===== config.mk =====
export PLATFORM = sky130hd
export DESIGN_NAME = nand_ecc_engine
export DESIGN_NICKNAME = d
export VERILOG_FILES = /design/src/rtl/nand_ecc_pkg.sv /design/src/rtl/nand_ecc_syndrome.sv /design/src/rtl/nand_ecc_engine.sv
export SDC_FILE = /design/constraint.sdc
export NUM_CORES = 1
export LEC_CHECK = 0
export CORE_AREA = 3 3 101 103
export DETAILED_ROUTE_END_ITERATION = 16
export DIE_AREA = 0 0 104 106
export DONT_BUFFER_PORTS = 1
export PLACE_DENSITY_LB_ADDON = 0.15
export SETUP_SLACK_MARGIN = 0.1
export SYNTH_ARGS = -nofsm -noshare
export SYNTH_HDL_FRONTEND = slang
export SYNTH_SLANG_ARGS = --single-unit

===== constraint.sdc =====
create_clock -name clk -period 9.3 [get_ports clk]
set_clock_uncertainty 0.15 [all_clocks]
set_input_delay 0.93 -clock clk [delete_from_list [all_inputs] [get_ports clk]]
set_output_delay 0.93 -clock clk [all_outputs]
set_load 0.01 [all_outputs]

===== src/rtl/nand_ecc_pkg.sv =====
//==============================================================================
// Module   : nand_ecc_pkg
// Desc     : Shared status codes, FSM states and sizing helper for the NAND ECC engine.
// Revision : 1.0 - initial release
//==============================================================================
`default_nettype none

package nand_ecc_pkg;

    localparam logic [1:0] ECC_CLEAN  = 2'b00;
    localparam logic [1:0] ECC_CORR   = 2'b01;
    localparam logic [1:0] ECC_EFIELD = 2'b10;
    localparam logic [1:0] ECC_UNCORR = 2'b11;

    localparam int ECC_W     = 24;
    localparam int COL_PAIRS = 3;

    typedef enum logic [1:0] {
        ST_IDLE     = 2'd0,
        ST_DATA     = 2'd1,
        ST_WAIT_ECC = 2'd2,
        ST_REPORT   = 2'd3
    } ecc_state_t;

    // Number of line-parity pairs (= byte index width) for a chunk size.
    function automatic int line_pairs(input int chunk_bytes);
        return $clog2(chunk_bytes);
    endfunction

endpackage

`default_nettype wire


===== src/rtl/nand_ecc_syndrome.sv =====
//==============================================================================
// Module   : nand_ecc_syndrome
// Desc     : Combinational decode of a 24-bit Hamming syndrome into status and error location.
// Revision : 1.0 - initial release
//==============================================================================
`default_nettype none

module nand_ecc_syndrome
    import nand_ecc_pkg::*;
#(
    parameter int CHUNK_BYTES = 512
) (
    input  logic [ECC_W-1:0] syndrome,
    output logic [1:0]       status,
    output logic [8:0]       err_byte,
    output logic [2:0]       err_bit
);

    localparam int LPW   = line_pairs(CHUNK_BYTES);
    localparam int PAIRS = COL_PAIRS + LPW;
    localparam int USED  = 2 * PAIRS;

    logic [PAIRS-1:0] w_pair_diff;
    logic             w_unused_clear;

    generate
        for (genvar k = 0; k < PAIRS; k++) begin : g_pair
            assign w_pair_diff[k] = syndrome[2*k] ^ syndrome[2*k+1];
        end

        // Padding bits are not part of any pair; a correctable pattern leaves them untouched.
        if (USED < ECC_W) begin : g_partial
            assign w_unused_clear = ~|syndrome[ECC_W-1:USED];
        end else begin : g_full
            assign w_unused_clear = 1'b1;
        end
    endgenerate

    always_comb begin
        err_byte = '0;
        for (int k = 0; k < LPW; k++) begin
            err_byte[k] = syndrome[7+2*k];
        end
        err_bit = {syndrome[5], syndrome[3], syndrome[1]};

        if (syndrome == '0) begin
            status = ECC_CLEAN;
        end else if ((&w_pair_diff) && w_unused_clear) begin
            status = ECC_CORR;
        end else if ($onehot(syndrome)) begin
            status = ECC_EFIELD;
        end else begin
            status = ECC_UNCORR;
        end
    end

endmodule

`default_nettype wire


===== src/rtl/nand_ecc_engine.sv =====
//==============================================================================
// Module   : nand_ecc_engine
// Desc     : Streaming Hamming SEC/DED generate (program) / check (read) over NAND page chunks.
//            Optional build macro: NAND_ECC_ERASED_DETECT_EN (erased-chunk reported clean).
// Revision : 1.0 - initial release
//==============================================================================
`default_nettype none

module nand_ecc_engine
    import nand_ecc_pkg::*;
#(
    parameter int CHUNK_BYTES     = 512,
    parameter int CHUNKS_PER_PAGE = 4
) (
    input  logic              clk,
    input  logic              rst_n,
    input  logic              start,
    input  logic              mode,
    input  logic              abort,
    input  logic              in_valid,
    output logic              in_ready,
    input  logic [7:0]        in_data,
    input  logic              ecc_in_valid,
    output logic              ecc_in_ready,
    input  logic [ECC_W-1:0]  ecc_in,
    output logic              result_valid,
    output logic [ECC_W-1:0]  ecc_out,
    output logic [1:0]        status,
    output logic [8:0]        err_byte,
    output logic [2:0]        err_bit,
    output logic [3:0]        chunk_idx,
    output logic              page_done,
    output logic [1:0]        page_status,
    output logic              busy
);

    localparam int LPW = line_pairs(CHUNK_BYTES);

    localparam logic [LPW-1:0]     c_last_byte  = LPW'(CHUNK_BYTES - 1);
    localparam logic [3:0]         c_last_chunk = 4'(CHUNKS_PER_PAGE - 1);
    localparam logic [2:0][7:0]    c_col_mask   = {8'hF0, 8'hCC, 8'hAA};

    ecc_state_t       r_state;
    ecc_state_t       w_state_next;
    logic             r_mode;
    logic [LPW-1:0]   r_byte_cnt;
    logic [3:0]       r_chunk;
    logic [LPW-1:0]   r_lp0, r_lp1, w_lp0_next, w_lp1_next;
    logic [2:0]       r_cp0, r_cp1, w_cp0_next, w_cp1_next;
    logic [2:0]       w_col0, w_col1;
    logic             w_byte_par;

    logic             w_byte_xfer;
    logic             w_ecc_xfer;
    logic             w_last_byte;
    logic             w_last_chunk;
    logic             w_start_go;
    logic             w_clear;
    logic             w_enc_done;
    logic             w_erased;

    logic [ECC_W-1:0] w_ecc_acc;
    logic [ECC_W-1:0] w_ecc_upd;
    logic [ECC_W-1:0] w_syndrome;
    logic [1:0]       w_syn_status;
    logic [1:0]       w_res_status;
    logic [8:0]       w_syn_err_byte;
    logic [2:0]       w_syn_err_bit;

    logic [ECC_W-1:0] r_ecc_out;
    logic [1:0]       r_status;
    logic [8:0]       r_err_byte;
    logic [2:0]       r_err_bit;
    logic [3:0]       r_chunk_idx;
    logic [1:0]       r_page_status;

    function automatic logic [ECC_W-1:0] pack_ecc(
        input logic [LPW-1:0] lp0,
        input logic [LPW-1:0] lp1,
        input logic [2:0]     cp0,
        input logic [2:0]     cp1
    );
        logic [ECC_W-1:0] e;
        e = '1;
        for (int k = 0; k < COL_PAIRS; k++) begin
            e[2*k]   = cp0[k];
            e[2*k+1] = cp1[k];
        end
        for (int k = 0; k < LPW; k++) begin
            e[6+2*k] = lp0[k];
            e[7+2*k] = lp1[k];
        end
        return e;
    endfunction

    //--------------------------------------------------------------------------
    // FSM
    //--------------------------------------------------------------------------
    always_ff @(posedge clk or negedge rst_n) begin
        if (!rst_n) begin
            r_state <= ST_IDLE;
        end else begin
            r_state <= w_state_next;
        end
    end

    always_comb begin
        w_state_next = r_state;
        in_ready     = 1'b0;
        ecc_in_ready = 1'b0;
        result_valid = 1'b0;
        page_done    = 1'b0;
        busy         = (r_state != ST_IDLE);

        case (r_state)
            ST_IDLE: begin
                if (start) begin
                    w_state_next = ST_DATA;
                end
            end
            ST_DATA: begin
                in_ready = ~abort;
                if (in_valid && w_last_byte) begin
                    w_state_next = r_mode ? ST_WAIT_ECC : ST_REPORT;
                end
            end
            ST_WAIT_ECC: begin
                ecc_in_ready = ~abort;
                if (ecc_in_valid) begin
                    w_state_next = ST_REPORT;
                end
            end
            ST_REPORT: begin
                result_valid = ~abort;
                page_done    = ~abort & w_last_chunk;
                w_state_next = w_last_chunk ? ST_IDLE : ST_DATA;
            end
            default: begin
                w_state_next = ST_IDLE;
            end
        endcase

        if (abort) begin
            w_state_next = ST_IDLE;
        end
    end

    assign w_byte_xfer  = in_valid & in_ready;
    assign w_ecc_xfer   = ecc_in_valid & ecc_in_ready;
    assign w_last_byte  = (r_byte_cnt == c_last_byte);
    assign w_last_chunk = (r_chunk == c_last_chunk);
    assign w_start_go   = (r_state == ST_IDLE) & start & ~abort;
    assign w_clear      = w_start_go | (r_state == ST_REPORT) | abort;
    assign w_enc_done   = w_byte_xfer & w_last_byte & ~r_mode;

    //--------------------------------------------------------------------------
    // Parity accumulation
    //--------------------------------------------------------------------------
    assign w_byte_par = ^in_data;

    generate
        for (genvar k = 0; k < COL_PAIRS; k++) begin : g_col
            assign w_col1[k] = ^(in_data &  c_col_mask[k]);
            assign w_col0[k] = ^(in_data & ~c_col_mask[k]);
        end
    endgenerate

    always_comb begin
        w_lp0_next = r_lp0;
        w_lp1_next = r_lp1;
        w_cp0_next = r_cp0;
        w_cp1_next = r_cp1;
        if (w_clear) begin
            w_lp0_next = '0;
            w_lp1_next = '0;
            w_cp0_next = '0;
            w_cp1_next = '0;
        end else if (w_byte_xfer) begin
            // Line pair k picks its half by bit k of the byte index.
            w_lp1_next = r_lp1 ^ ( r_byte_cnt & {LPW{w_byte_par}});
            w_lp0_next = r_lp0 ^ (~r_byte_cnt & {LPW{w_byte_par}});
            w_cp1_next = r_cp1 ^ w_col1;
            w_cp0_next = r_cp0 ^ w_col0;
        end
    end

    assign w_ecc_acc  = pack_ecc(r_lp0, r_lp1, r_cp0, r_cp1);
    assign w_ecc_upd  = pack_ecc(w_lp0_next, w_lp1_next, w_cp0_next, w_cp1_next);
    assign w_syndrome = w_ecc_acc ^ ecc_in;

    nand_ecc_syndrome #(
        .CHUNK_BYTES (CHUNK_BYTES)
    ) u_syndrome (
        .syndrome (w_syndrome),
        .status   (w_syn_status),
        .err_byte (w_syn_err_byte),
        .err_bit  (w_syn_err_bit)
    );

`ifdef NAND_ECC_ERASED_DETECT_EN
    logic r_all_ff;

    always_ff @(posedge clk or negedge rst_n) begin
        if (!rst_n) begin
            r_all_ff <= 1'b0;
        end else if (w_clear) begin
            r_all_ff <= 1'b1;
        end else if (w_byte_xfer) begin
            r_all_ff <= r_all_ff & (in_data == 8'hFF);
        end
    end

    assign w_erased = r_all_ff & (ecc_in == {ECC_W{1'b1}});
`else
    assign w_erased = 1'b0;
`endif

    assign w_res_status = w_erased ? ECC_CLEAN : w_syn_status;

    //--------------------------------------------------------------------------
    // Counters and result registers
    //--------------------------------------------------------------------------
    always_ff @(posedge clk or negedge rst_n) begin
        if (!rst_n) begin
            r_mode        <= 1'b0;
            r_byte_cnt    <= '0;
            r_chunk       <= '0;
            r_lp0         <= '0;
            r_lp1         <= '0;
            r_cp0         <= '0;
            r_cp1         <= '0;
            r_ecc_out     <= '0;
            r_status      <= ECC_CLEAN;
            r_err_byte    <= '0;
            r_err_bit     <= '0;
            r_chunk_idx   <= '0;
            r_page_status <= ECC_CLEAN;
        end else begin
            r_lp0 <= w_lp0_next;
            r_lp1 <= w_lp1_next;
            r_cp0 <= w_cp0_next;
            r_cp1 <= w_cp1_next;

            if (w_clear) begin
                r_byte_cnt <= '0;
            end else if (w_byte_xfer) begin
                r_byte_cnt <= r_byte_cnt + 1'b1;
            end

            if (w_start_go) begin
                r_mode        <= mode;
                r_chunk       <= '0;
                r_page_status <= ECC_CLEAN;
            end else if (r_state == ST_REPORT) begin
                r_chunk <= r_chunk + 4'd1;
            end

            if (w_enc_done) begin
                r_ecc_out   <= w_ecc_upd;
                r_status    <= ECC_CLEAN;
                r_err_byte  <= '0;
                r_err_bit   <= '0;
                r_chunk_idx <= r_chunk;
            end

            if (w_ecc_xfer) begin
                r_ecc_out   <= w_ecc_acc;
                r_status    <= w_res_status;
                r_err_byte  <= w_erased ? 9'd0 : w_syn_err_byte;
                r_err_bit   <= w_erased ? 3'd0 : w_syn_err_bit;
                r_chunk_idx <= r_chunk;
                if (w_res_status > r_page_status) begin
                    r_page_status <= w_res_status;
                end
            end
        end
    end

    assign ecc_out     = r_ecc_out;
    assign status      = r_status;
    assign err_byte    = r_err_byte;
    assign err_bit     = r_err_bit;
    assign chunk_idx   = r_chunk_idx;
    assign page_status = r_page_status;

endmodule

`default_nettype wire


==> tab_implementation.tex, run 1 <==
\begin{tabular}{lr}
\hline
Metric & Value \\
\hline
\multicolumn{2}{l}{\textbf{Detailed routing}} \\
Routed len/inst & 18.3 um \\
DR vias/cell & 5.72 \\
Wire length reported by the detailed router & 12700 um \\
\# DRC & 0 \\
Pre-antenna DRT Iters & 4 \\
Final antenna-violating net count & 0 \\
Vias post-DR & 3980 \\
DRT iter0 DRCs & 184 \\
\multicolumn{2}{l}{\textbf{Finish}} \\
Final instance count without filler cells & 696 \\
Area Overhead vs Synth & 4.58\% \\
Area of all placed cells without fillers & 0.00586 mm\^{}2 \\
Footprint of the multi-input gates & 0.00311 mm\^{}2 \\
Post-layout util & 63.1\% \\
Number of diodes added for antenna fixing & 0 \\
Storage element area & 0.00210 mm\^{}2 \\
Number of inserted filler cells in the final layout & 780 \\
Fin nets & 661 \\
Layout cell share with drive strength beyond 1 & 7.41\% \\
\multicolumn{2}{l}{\textbf{Placed design}} \\
Placed cell area & 0.00568 mm\^{}2 \\
Placed Cells incl. Taps & 680 \\
Detailed placement HPWL & 9600 um \\
Total of buffers placed on input and output ports & 0 \\
Gp weighted congestion & 0.922 \\
\multicolumn{2}{l}{\textbf{Power}} \\
Peak supply drop & 0.000215 V \\
Total leakage power & 2.72 nW \\
Power density normalized to cell area & 250 mW/mm\^{}2 \\
\multicolumn{2}{l}{\textbf{Yosys}} \\
Post-synthesis cell area & 0.00560 mm\^{}2 \\
Synthesized instance count & 573 \\
FF+latch count, synth & 84 \\
Library cells used by synthesis & 50 \\
Top post-synthesis cells by area & dfrtp\_1 (38\%), ha\_1 (9.2\%), xnor2\_1 (7.7\%) \\
Biggest area consumer among synthesized cells & dfrtp\_1 \\
Async set or reset register ratio after synthesis & 100\% \\
Nets in the synthesized netlist & 672 \\
Syn. warnings & 0 \\
Yosys top cell area share & 37.5\% \\
Sequential fraction of the synthesis area & 37.5\% \\
Count of flip-flops with a built-in enable after synthesis & 0 \\
Top cells by count, synth & dfrtp\_1 (84), inv\_1 (74), xnor2\_1 (49) \\
Prevailing post-synth register cell & dfrtp\_1 \\
Average cell area after synthesis & 9.78 um\^{}2 \\
Most common cell in the synthesized netlist & dfrtp\_1 \\
\multicolumn{2}{l}{\textbf{Die}} \\
Width of the die & 104 um \\
Floorplan Core Area & 0.00928 mm\^{}2 \\
Height of the chip & 106 um \\
Initial core utilization & 60.3\% \\
Count of boundary I/O pins & 88 \\
Number of rows created at floorplan & 35 \\
Floorplan die area & 0.0110 mm\^{}2 \\
\multicolumn{2}{l}{\textbf{Global route}} \\
Global route overflow & 0 \\
Overall fraction of global-route tracks in use & 23.7\% \\
Wire length of the first global-routing pass & 20700 um \\
Antenna violations before repair & 0 \\
Vias in the first global route & 3941 \\
Largest net degree at the start of global routing & 85 \\
\multicolumn{2}{l}{\textbf{Setup path}} \\
Crit path buf inv count & 5 \\
End of the worst register-to-register path & page\_status[0] \\
Worst Path Class, Setup & primary input to flip-flop \\
Ordered cell list for the critical path & xnor2\_1 > inv\_1 > ha\_1 > inv\_1 > fa\_1 > inv\_1 > fa\_1 > inv\_1 > fa\_1 > fa\_1 > fa\_1 > inv\_1 > ha\_1 > fa\_1 > xnor2\_1 > nand3b\_1 > nor3\_1 > a21o\_1 > ha\_1 > a211o\_1 > nand3\_1 > o21ai\_0 \\
Nature of the critical path endpoint & flip-flop \\
Arrival time worst endpoint & 6.19 ns \\
Critical R2R Launch & r\_lp1[4] \\
Crit path max-delay cell type & fa\_1 \\
Startpoint class of the critical path & primary input \\
CP dominant cell by count & fa\_1 \\
Dominant delay contributor by cell family on the critical path & adder cells \\
Worst r2r path cells & 22 \\
Worst-path fanout max & 4 \\
Highest cell delay on the worst timing path & 0.54 ns \\
Internal reg-to-reg setup slack & 3.26 ns \\
Endpoint required time on the critical path & 9.41 ns \\
\multicolumn{2}{l}{\textbf{Timing}} \\
Tmin final & 6.08 ns \\
Slew of the pin with the lowest slew margin & 1.24 ns \\
Maximum clock frequency & 0.164 GHz \\
Worst hold slack across all endpoints & 0.0905 ns \\
Slew Viols, Final & 0 \\
Hold Violations, Final & 0 \\
Relative max-transition margin & 17.1\% \\
Setup TNS after final layout & 0 ns \\
Count of endpoints failing setup in the final report & 0 \\
Unrepaired setup endpoints after global routing & false \\
Share of the clock period used by the worst path & 65.4\% \\
\multicolumn{2}{l}{\textbf{Clock tree}} \\
TritonCTS clock tree & built \\
Count of clock tree sinks & 84 \\
CTS clock-pin slew for the worst setup and hold paths & 0.11 ns \\
Hold Buf Count CTS & 0 \\
Post-CTS resize count & 0 \\
Number of buffers added for setup after CTS & 0 \\
Depth of the CTS H-tree & 3 \\
Clk root buf & clkbuf\_8 \\
Number of buffers added by the clock tree synthesis step & 9 \\
Clock Tree Buf Depth & 2 \\
Clock latency at the later pin of the worst-skew pair & 0.36 ns \\
\multicolumn{2}{l}{\textbf{Status}} \\
Run status & finished clean \\
\multicolumn{2}{l}{\textbf{Worst hold path}} \\
Min-Delay Path Class & primary input to async pin \\
\multicolumn{2}{l}{\textbf{Job}} \\
Max Cap Violations & 0 \\
\hline
\end{tabular}
-- kinds of logic (layout without fill, tap and decap cells) --
| kind of cell | Yosys count | count (layout) | share of synthesized area, % |
|---|---|---|---|
| and+or+nand+nor | 160 | 160 | 14.9 |
| buffers and inverters | 100 | 94 | 7.01 |
| DFF | 84 | 84 | 37.5 |
| AOI/OAI and AO/OA | 88 | 88 | 10.6 |
| xor gates and xnor gates | 76 | 76 | 13.0 |
| muxes | 5 | 5 | 0.983 |
| adders and majority gates | 60 | 60 | 15.9 |
-- how the worst max path moves through the flow --
| stage | from | end | slack [ns] | cells past startpoint |
|---|---|---|---|---|
| after floorplan | ecc_in[15] | page_status[0] | 3.22 | 22 |
| after global routing | ecc_in[15] | page_status[0] | 2.94 | 22 |
| after CTS | ecc_in[15] | page_status[0] | 3.23 | 22 |
| after detailed placement | ecc_in[15] | page_status[0] | 2.83 | 22 |
| final | ecc_in[15] | page_status[0] | 3.22 | 22 |
| after global placement | ecc_in[15] | page_status[0] | 2.95 | 22 |
-- area by class of cell --
class / count / area share [%]
repair buffers: 4 / 0.513
clock buffers: 9 / 2.11
well taps: 129 / 2.76
multi-input cells: 389 / 53.0
flip-flops and latches: 84 / 35.9
inverters: 74 / 4.74
clock inverters: 7 / 0.961
-- sequential cells by signal (all words and copies together), names as in the netlist --
| name | flops |
|---|---|
| r_chunk | 4 |
| r_lp1 | 9 |
| err_bit | 3 |
| status | 2 |
| ecc_out | 24 |
| chunk_idx | 4 |
| r_state | 2 |
| r_mode | 1 |
| r_cp1 | 3 |
| err_byte | 9 |
| r_byte_cnt | 9 |
| page_status | 2 |
| r_cp0 | 3 |
| r_lp0 | 9 |
-- layer usage --
| layer | track usage (%) | wire length, um | part of all wire [%] |
|---|---|---|---|
| met4 | 7.50 | 223 | 1.8 |
| met1 | 31.7 | 5430 | 43 |
| met2 | 38.9 | 6250 | 49 |
| met3 | 4.98 | 818 | 6.4 |
| met5 | 0 | 0 | 0 |
-- placed cells by master, fill, tap and decap left out, types with 4 or more instances in the layout --
cell | synthesis | layout
dfrtp_1 | 84 | 84
a21oi_1 | 13 | 13
nor2_1 | 48 | 48
o311ai_1 | 10 | 10
a211o_1 | 5 | 5
o2bb2ai_1 | 5 | 5
xor2_1 | 23 | 23
ha_1 | 41 | 41
buf_4 | 1 | 4
o211ai_1 | 15 | 15
nor3_2 | 10 | 10
nand2_1 | 32 | 32
nand3_1 | 26 | 26
nand4_1 | 9 | 9
inv_1 | 74 | 74
o21ai_0 | 26 | 26
or3_1 | 6 | 6
xnor2_1 | 49 | 49
mux2_2 | 4 | 4
clkbuf_8 | 0 | 9
fa_1 | 19 | 19
nor3_1 | 7 | 7
-- through the flow --
step                      worst slack [ns]  power (mW)
after floorplan                       3.22        1.05
after global placement                2.95        1.17
after detailed placement              2.83        1.22
after CTS                             3.23        1.47
after global routing                  2.94        1.59
final                                 3.22        1.46
-- report_power, final --
| group | switching, mW | internal (mW) |
|---|---|---|
| clock network | 0.147 | 0.101 |
| logic | 0.392 | 0.319 |
| registers | 0.0780 | 0.425 |
| total | 0.617 | 0.845 |
(Power assumes the default switching activity.)
==> run 2: changes to the inputs <==
==> constraint.sdc (replaced) <==
create_clock -name clk -period 6.35 [get_ports clk]
set_clock_uncertainty 0.15 [all_clocks]
set_input_delay 0.635 -clock clk [delete_from_list [all_inputs] [get_ports clk]]
set_output_delay 0.635 -clock clk [all_outputs]
set_load 0.01 [all_outputs]
==> run 2 against run 1 <==
Against the previous run: sequential power is 47% higher; sequential share of layout area is 0.46 points lower; count of clock-buffer cells in the layout is 1 higher; core utilization is 0.85 points higher; design area is 1.3% higher; global-route usage is 0.38 points higher; total power is 46% higher; non-clock buffer count is 2 higher; sequential cell count stayed put; critical path depth stayed put; combinational power is 45% higher; via count hardly changed; the flow now finishes with violations (hold timing).
==> tab_implementation.tex, run 2 (synthesis gave the netlist of run 1 again) <==
\begin{tabular}{lr}
\hline
Metric & Value \\
\hline
\multicolumn{2}{l}{\textbf{Placed design}} \\
Gp weighted congestion & 0.922 (about the same) \\
Detailed placement HPWL & 9600 um (about the same) \\
Total of buffers placed on input and output ports & 0 (unchanged) \\
Placed cell area & 0.00569 mm\^{}2 (was 0.00568 mm\^{}2) \\
Pre-CTS setup slack & 0.173 ns (was 2.83 ns) \\
\multicolumn{2}{l}{\textbf{Setup path}} \\
Arrival time worst endpoint & 6.02 ns (was 6.19 ns) \\
Worst-path fanout max & 4 (unchanged) \\
Internal reg-to-reg setup slack & 0.43 ns (was 3.26 ns) \\
End of the worst register-to-register path & page\_status[0] (unchanged) \\
Crit. Startpoint & r\_lp1[5] (was ecc\_in[15]) \\
Worst r2r path cells & 22 (unchanged) \\
Nature of the critical path endpoint & flip-flop (unchanged) \\
Endpoint required time on the critical path & 6.45 ns (was 9.41 ns) \\
Critical R2R Launch & r\_lp1[5] (was r\_lp1[4]) \\
Startpoint class of the critical path & flip-flop (was primary input) \\
Worst Path Class, Setup & flip-flop to flip-flop (was primary input to flip-flop) \\
\multicolumn{2}{l}{\textbf{Timing}} \\
Relative max-transition margin & 19.9\% (was 17.1\%) \\
Slew of the pin with the lowest slew margin & 1.20 ns (was 1.24 ns) \\
Count of endpoints failing setup in the final report & 0 (unchanged) \\
Maximum clock frequency & 0.169 GHz \\
Tmin final & 5.92 ns \\
Min setup slack post-route & 0.425 ns (was 3.22 ns) \\
Setup TNS after final layout & 0 ns (unchanged) \\
Unrepaired setup endpoints after global routing & false (unchanged) \\
Slew Viols, Final & 0 (unchanged) \\
Worst hold slack across all endpoints & -0.00378 ns (was 0.0905 ns) \\
Share of the clock period used by the worst path & 93.3\% \\
Hold Violations, Final & 1 (was 0) \\
\multicolumn{2}{l}{\textbf{Detailed routing}} \\
Routed len/inst & 18.3 um (about the same) \\
Final antenna-violating net count & 0 (unchanged) \\
Vias post-DR & 3983 (was 3980) \\
Wire length reported by the detailed router & 12800 um (was 12700 um) \\
DRT iter0 DRCs & 200 (was 184) \\
Pre-antenna DRT Iters & 5 (was 4) \\
Top routing layer in use & met4 (unchanged) \\
DR vias/cell & 5.71 (was 5.72) \\
\# DRC & 0 (unchanged) \\
Wire length on met2 & 6310 um (was 6250 um) \\
Routed met3 length & 763 um (was 818 um) \\
Met1 wire length & 5540 um (was 5430 um) \\
\multicolumn{2}{l}{\textbf{Power}} \\
Part of the total power dissipated in sequential elements & 34.5\% (was 34.4\%) \\
Combinational group share of total power & 48.3\% (was 48.6\%) \\
Power density normalized to cell area & 361 mW/mm\^{}2 (was 250 mW/mm\^{}2) \\
Total leakage power & 2.76 nW (was 2.72 nW) \\
Portion of total power attributed to the clock network & 17.2\% (was 17.0\%) \\
Internal Pwr Total & 1.24 mW (was 0.845 mW) \\
Sw power & 0.900 mW (was 0.617 mW) \\
Switching Fraction & 42.0\% (was 42.2\%) \\
Peak supply drop & 0.000287 V (was 0.000215 V) \\
\multicolumn{2}{l}{\textbf{Clock tree}} \\
Clock latency at the later pin of the worst-skew pair & 0.36 ns (about the same) \\
TritonCTS clock tree & built (unchanged) \\
CTS clock-pin slew for the worst setup and hold paths & 0.09 ns (was 0.11 ns) \\
Clk root buf & clkbuf\_8 (unchanged) \\
Number of buffers added for setup after CTS & 0 (unchanged) \\
Number of buffers added by the clock tree synthesis step & 9 (unchanged) \\
Count of clock tree sinks & 84 (unchanged) \\
Clock Tree Buf Depth & 2 (unchanged) \\
Depth of the CTS H-tree & 3 (unchanged) \\
\multicolumn{2}{l}{\textbf{Die}} \\
Height of the chip & 106 um (unchanged) \\
Width of the die & 104 um (unchanged) \\
Initial core utilization & 60.3\% (unchanged) \\
Floorplan die area & 0.0110 mm\^{}2 (unchanged) \\
Count of boundary I/O pins & 88 (unchanged) \\
Floorplan Core Area & 0.00928 mm\^{}2 (unchanged) \\
Number of rows created at floorplan & 35 (unchanged) \\
\multicolumn{2}{l}{\textbf{Worst hold path}} \\
Min-Delay Path Class & primary input to async pin (unchanged) \\
\multicolumn{2}{l}{\textbf{Global route}} \\
Largest net degree at the start of global routing & 85 (unchanged) \\
Antenna violations before repair & 0 (unchanged) \\
Global route overflow & 0 (unchanged) \\
Vias in the first global route & 4084 (was 3941) \\
Wire length of the first global-routing pass & 21000 um (was 20700 um) \\
Overall fraction of global-route tracks in use & 24.0\% (was 23.7\%) \\
\multicolumn{2}{l}{\textbf{Finish}} \\
Most frequent cells in the layout & dfrtp\_1 (83), inv\_1 (74), nor2\_1 (48) (was dfrtp\_1 (84), inv\_1 (74), xnor2\_1 (49)) \\
Fin nets & 663 (was 661) \\
Number of diodes added for antenna fixing & 0 (unchanged) \\
Layout cell share with drive strength beyond 1 & 8.79\% (was 7.41\%) \\
Most frequent standard cell in the layout excluding fill and tap cells & dfrtp\_1 (unchanged) \\
Area Overhead vs Synth & 5.99\% (was 4.58\%) \\
Number of flip-flops under the largest register name & 24 (unchanged) \\
Area of all placed cells without fillers & 0.00594 mm\^{}2 (was 0.00586 mm\^{}2) \\
\multicolumn{2}{l}{\textbf{Job}} \\
Max Cap Violations & 0 (unchanged) \\
\multicolumn{2}{l}{\textbf{Status}} \\
Failing checks & hold timing \\
Run status & complete, but fails checks (was finished clean) \\
\hline
\end{tabular}
-- run 2: changes by cell type in the layout (fill, tap and decap cells not counted), moves of 2 or more --
cell	before	now
xnor2_1	49	44
xnor2_2	0	5
clkinv_4	1	3
inv_6	3	1
-- run 2: per-stage QoR --
stage	instances	util (%)	power, mW
after global routing	698	63.9	2.34
after detailed placement	681	61.2	1.78
after CTS	698	63.5	2.16
after floorplan	573	-	1.54
final	698	63.9	2.14
after global placement	681	61.2	1.72
-- run 2: area by class of cell --
type	instances	area, um^2
Clock buffer	10	138
Clock inverter	6	47.5
Fill cell	802	3350
Inverter	74	278
Multi-Input combinational cell	389	3140
Sequential cell	84	2100
Tap cell	129	161
Timing Repair Buffer	6	65.1
-- run 2: repair_timing --
action / CTS / global route
hold buffers: 1 / 0
hold endpoints to repair: 84 / 0
setup endpoints to repair: 0 / 2
resized for setup: 0 / 6
-- run 2: worst max-delay path by stage --
| stage | slack (ns) | depth (start not counted) | endpoint |
|---|---|---|---|
| floorplan | 0.56 | 22 | page_status[0] |
| global placement | 0.33 | 22 | page_status[0] |
| detailed placement | 0.17 | 22 | page_status[0] |
| CTS | 0.29 | 22 | page_status[0] |
| global route | 0.13 | 22 | page_status[0] |
| finish | 0.43 | 22 | page_status[0] |
-- run 2: layer usage --
metal,GRT usage (%),up-vias
li1,-,1898
met1,30.9,1942
met4,6.65,0
met5,0,-
met3,4.61,19
met2,41.7,124
-- run 2: power by group through the flow --
stage	logic (mW)	clock network (mW)	registers (mW)
detailed placement	1.02	0	0.753
finish	1.03	0.368	0.740
CTS	1.04	0.376	0.743
floorplan	0.818	0	0.719
global placement	0.971	0	0.749
global route	1.19	0.398	0.754
-- run 2: critical path, cell delays in order (launching register included) --
cell and delay, ns:
dfrtp_1 0.47, xnor2_2 0.25, inv_1 0.07, ha_1 0.31, inv_1 0.06, fa_1 0.50
inv_1 0.05, fa_1 0.49, inv_1 0.05, fa_1 0.40, fa_1 0.51, fa_1 0.54
inv_1 0.04, ha_1 0.21, fa_1 0.38, xnor2_1 0.17, nand3b_1 0.09, nor3_1 0.17
a21o_1 0.17, ha_1 0.23, a211o_1 0.30, nand3_1 0.09, o21ai_0 0.08
==> run 3: changes to the inputs <==
--- a/config.mk
+++ b/config.mk
@@ -5,10 +5,11 @@
 export SDC_FILE = /design/constraint.sdc
 export NUM_CORES = 1
 export LEC_CHECK = 0
-export CORE_AREA = 3 3 101 103
+export CORE_AREA = 3 3 141 143
 export DETAILED_ROUTE_END_ITERATION = 16
-export DIE_AREA = 0 0 104 106
+export DIE_AREA = 0 0 144 146
 export DONT_BUFFER_PORTS = 1
+export MAX_ROUTING_LAYER = met4
 export PLACE_DENSITY_LB_ADDON = 0.15
 export SETUP_SLACK_MARGIN = 0.1
 export SYNTH_ARGS = -nofsm -noshare
==> run 3 against run 2 <==
Against the previous run: sequential cell count unchanged; global-route usage decreased by 9.2 points; setup slack improved by 0.0073 ns; hold slack improved by 0.058 ns; critical endpoint unchanged; the flow now finishes without violations; count of clock-buffer cells in the layout decreased by 1.
==> tab_implementation.tex, run 3 (synthesis gave the netlist of run 1 again) <==
\begin{tabular}{lr}
\hline
Metric & Value \\
\hline
\multicolumn{2}{l}{\textbf{Status}} \\
Run status & finished clean (was complete, but fails checks) \\
\multicolumn{2}{l}{\textbf{Die}} \\
Height of the chip & 146 um (was 106 um) \\
Floorplan die area & 0.0210 mm\^{}2 (was 0.0110 mm\^{}2) \\
Number of rows created at floorplan & 50 (was 35) \\
Count of boundary I/O pins & 88 (unchanged) \\
Width of the die & 144 um (was 104 um) \\
Initial core utilization & 29.9\% (was 60.3\%) \\
Floorplan Core Area & 0.0187 mm\^{}2 (was 0.00928 mm\^{}2) \\
\multicolumn{2}{l}{\textbf{Setup path}} \\
CP dominant cell by count & fa\_1 (unchanged) \\
Ordered cell list for the critical path & xnor2\_2 > inv\_1 > ha\_1 > fa\_1 > inv\_1 > fa\_1 > fa\_1 > fa\_1 > fa\_1 > inv\_1 > ha\_1 > fa\_1 > xnor2\_1 > nand3b\_1 > nor3\_1 > a21o\_1 > ha\_1 > a211o\_1 > nand3\_1 > o21ai\_0 (was xnor2\_2 > inv\_1 > ha\_1 > inv\_1 > fa\_1 > inv\_1 > fa\_1 > inv\_1 > fa\_1 > fa\_1 > fa\_1 > inv\_1 > ha\_1 > fa\_1 > xnor2\_1 > nand3b\_1 > nor3\_1 > a21o\_1 > ha\_1 > a211o\_1 > nand3\_1 > o21ai\_0) \\
Nature of the critical path endpoint & flip-flop (unchanged) \\
Startpoint class of the critical path & flip-flop (unchanged) \\
Arrival time worst endpoint & 5.99 ns (was 6.02 ns) \\
Crit path max-delay cell type & fa\_1 (unchanged) \\
Highest cell delay on the worst timing path & 0.54 ns (about the same) \\
Dominant delay contributor by cell family on the critical path & adder cells (unchanged) \\
Endpoint required time on the critical path & 6.42 ns (was 6.45 ns) \\
Internal reg-to-reg setup slack & 0.43 ns (about the same) \\
Crit path buf inv count & 3 (was 5) \\
Worst Path Class, Setup & flip-flop to flip-flop (unchanged) \\
Worst-path fanout max & 4 (unchanged) \\
\multicolumn{2}{l}{\textbf{Detailed routing}} \\
DRT iter0 DRCs & 231 (was 200) \\
Pre-antenna DRT Iters & 4 (was 5) \\
Routed len/inst & 18.7 um (was 18.3 um) \\
Wire length reported by the detailed router & 15000 um (was 12800 um) \\
DR vias/cell & 4.95 (was 5.71) \\
Final antenna-violating net count & 0 (unchanged) \\
Vias post-DR & 3968 (was 3983) \\
\# DRC & 0 (unchanged) \\
\multicolumn{2}{l}{\textbf{Timing}} \\
Hold Violations, Final & 0 (was 1) \\
Slew of the pin with the lowest slew margin & 0.899 ns (was 1.20 ns) \\
Relative max-transition margin & 40.1\% (was 19.9\%) \\
Share of the clock period used by the worst path & 93.2\% (was 93.3\%) \\
Slew Viols, Final & 0 (unchanged) \\
Min setup slack post-route & 0.433 ns (was 0.425 ns) \\
Setup TNS after final layout & 0 ns (unchanged) \\
Worst hold slack across all endpoints & 0.0543 ns (was -0.00378 ns) \\
Tmin final & 5.92 ns (about the same) \\
Unrepaired setup endpoints after global routing & false (unchanged) \\
Maximum clock frequency & 0.169 GHz (about the same) \\
Count of endpoints failing setup in the final report & 0 (unchanged) \\
\multicolumn{2}{l}{\textbf{Global route}} \\
Global route overflow & 0 (unchanged) \\
Vias in the first global route & 4143 (was 4084) \\
Antenna violations before repair & 0 (unchanged) \\
Wire length of the first global-routing pass & 23600 um (was 21000 um) \\
Overall fraction of global-route tracks in use & 14.9\% (was 24.0\%) \\
Largest net degree at the start of global routing & 85 (unchanged) \\
\multicolumn{2}{l}{\textbf{Finish}} \\
Storage element area & 0.00210 mm\^{}2 (about the same) \\
Area Overhead vs Synth & 10.0\% (was 5.99\%) \\
Number of inserted filler cells in the final layout & 1892 (was 802) \\
Number of flip-flops under the largest register name & 24 (unchanged) \\
Layout cell share with drive strength beyond 1 & 8.27\% (was 8.79\%) \\
Most frequent cells in the layout & dfrtp\_1 (84), inv\_1 (74), nor2\_1 (48) (was dfrtp\_1 (83), inv\_1 (74), nor2\_1 (48)) \\
Fin nets & 664 (was 663) \\
Most frequent standard cell in the layout excluding fill and tap cells & dfrtp\_1 (unchanged) \\
Number of diodes added for antenna fixing & 0 (unchanged) \\
Area of all placed cells without fillers & 0.00616 mm\^{}2 (was 0.00594 mm\^{}2) \\
Footprint of the multi-input gates & 0.00314 mm\^{}2 (about the same) \\
\multicolumn{2}{l}{\textbf{Clock tree}} \\
Clk root buf & clkbuf\_16 (was clkbuf\_8) \\
TritonCTS clock tree & built (unchanged) \\
Depth of the CTS H-tree & 3 (unchanged) \\
Clock Tree Buf Depth & 2 (unchanged) \\
Number of buffers added by the clock tree synthesis step & 9 (unchanged) \\
CTS clock-pin slew for the worst setup and hold paths & 0.06 ns (was 0.09 ns) \\
Clock latency at the later pin of the worst-skew pair & 0.34 ns (was 0.36 ns) \\
Count of clock tree sinks & 84 (unchanged) \\
\multicolumn{2}{l}{\textbf{Power}} \\
Internal Pwr Total & 1.38 mW (was 1.24 mW) \\
Total leakage power & 2.80 nW (was 2.76 nW) \\
Combinational group share of total power & 44.9\% (was 48.3\%) \\
Switching Fraction & 39.5\% (was 42.0\%) \\
Power density normalized to cell area & 371 mW/mm\^{}2 (was 361 mW/mm\^{}2) \\
Portion of total power attributed to the clock network & 22.8\% (was 17.2\%) \\
Sw power & 0.905 mW (was 0.900 mW) \\
Part of the total power dissipated in sequential elements & 32.3\% (was 34.5\%) \\
Peak supply drop & 0.000183 V (was 0.000287 V) \\
\multicolumn{2}{l}{\textbf{Placed design}} \\
Total of buffers placed on input and output ports & 0 (unchanged) \\
Placed cell area & 0.00582 mm\^{}2 (was 0.00569 mm\^{}2) \\
Pre-CTS setup slack & 0.124 ns (was 0.173 ns) \\
Detailed placement HPWL & 11100 um (was 9600 um) \\
Gp weighted congestion & 0.819 (was 0.922) \\
\multicolumn{2}{l}{\textbf{Worst hold path}} \\
Min-Delay Path Class & primary input to async pin (unchanged) \\
\multicolumn{2}{l}{\textbf{Job}} \\
Max Cap Violations & 0 (unchanged) \\
\hline
\end{tabular}
-- run 3: through the flow --
stage	total power [mW]	utilization (%)	std cells
6_report	2.29	32.9	802
5_1_grt	2.52	32.9	802
4_1_cts	2.34	32.8	802
3_5_place_dp	1.78	31.1	787
3_3_place_gp	1.76	31.1	787
2_1_floorplan	1.54	-	573
-- run 3: final timing paths --
check	start	to	cells after the start
setup / recovery	r_lp1[1]	page_status[0]	20
hold / removal	rst_n	r_lp0[5]	1
setup reg to reg	r_lp1[1]	page_status[0]	20
hold reg to reg	r_state[1]	r_state[1]	2
max in group asynchronous	rst_n	err_byte[3]	1
min in group clk	abort	r_state[0]	1
-- run 3: layout make-up --
class	instances	share of cell area [%]
flip-flops and latches	84	34.1
clock buffers	9	3.65
inverters	74	4.51
multi-input cells	389	50.9
clock inverters	5	0.893
well taps	234	4.75
repair buffers	7	1.18
-- run 3: timing repair --
item                                    4_1_cts  5_1_grt
endpoints found under the hold margin        84        0
hold buffers                                  1        0
setup buffers                                 0        0
endpoints found under the setup margin        0        2
resized for setup                             0        4
-- run 3: metal layers --
metal  GRT usage, %  up-vias  share of wire (%)
met5              -        -                  0
met3           4.57       22                5.4
met1           18.3     1966                 44
li1               -     1891                  -
met4           4.19        0                2.1
met2           23.6       89                 49
-- run 3: worst reg2reg max path: stages (launching register included) --
cell      delay [ns]
dfrtp_1         0.50
xnor2_2         0.27
inv_1           0.07
ha_1            0.20
fa_1            0.51
inv_1           0.06
fa_1            0.51
fa_1            0.53
fa_1            0.52
fa_1            0.54
inv_1           0.04
ha_1            0.21
fa_1            0.38
xnor2_1         0.16
nand3b_1        0.09
nor3_1          0.17
a21o_1          0.17
ha_1            0.23
a211o_1         0.30
nand3_1         0.10
o21ai_0         0.08
-- run 3: power by group through the flow --
stage	sequential (mW)	clock (mW)	combinational, mW
after floorplan	0.719	0	0.818
after global placement	0.751	0	1.01
after detailed placement	0.754	0	1.03
after CTS	0.744	0.542	1.05
after global routing	0.756	0.563	1.20
final	0.740	0.522	1.03
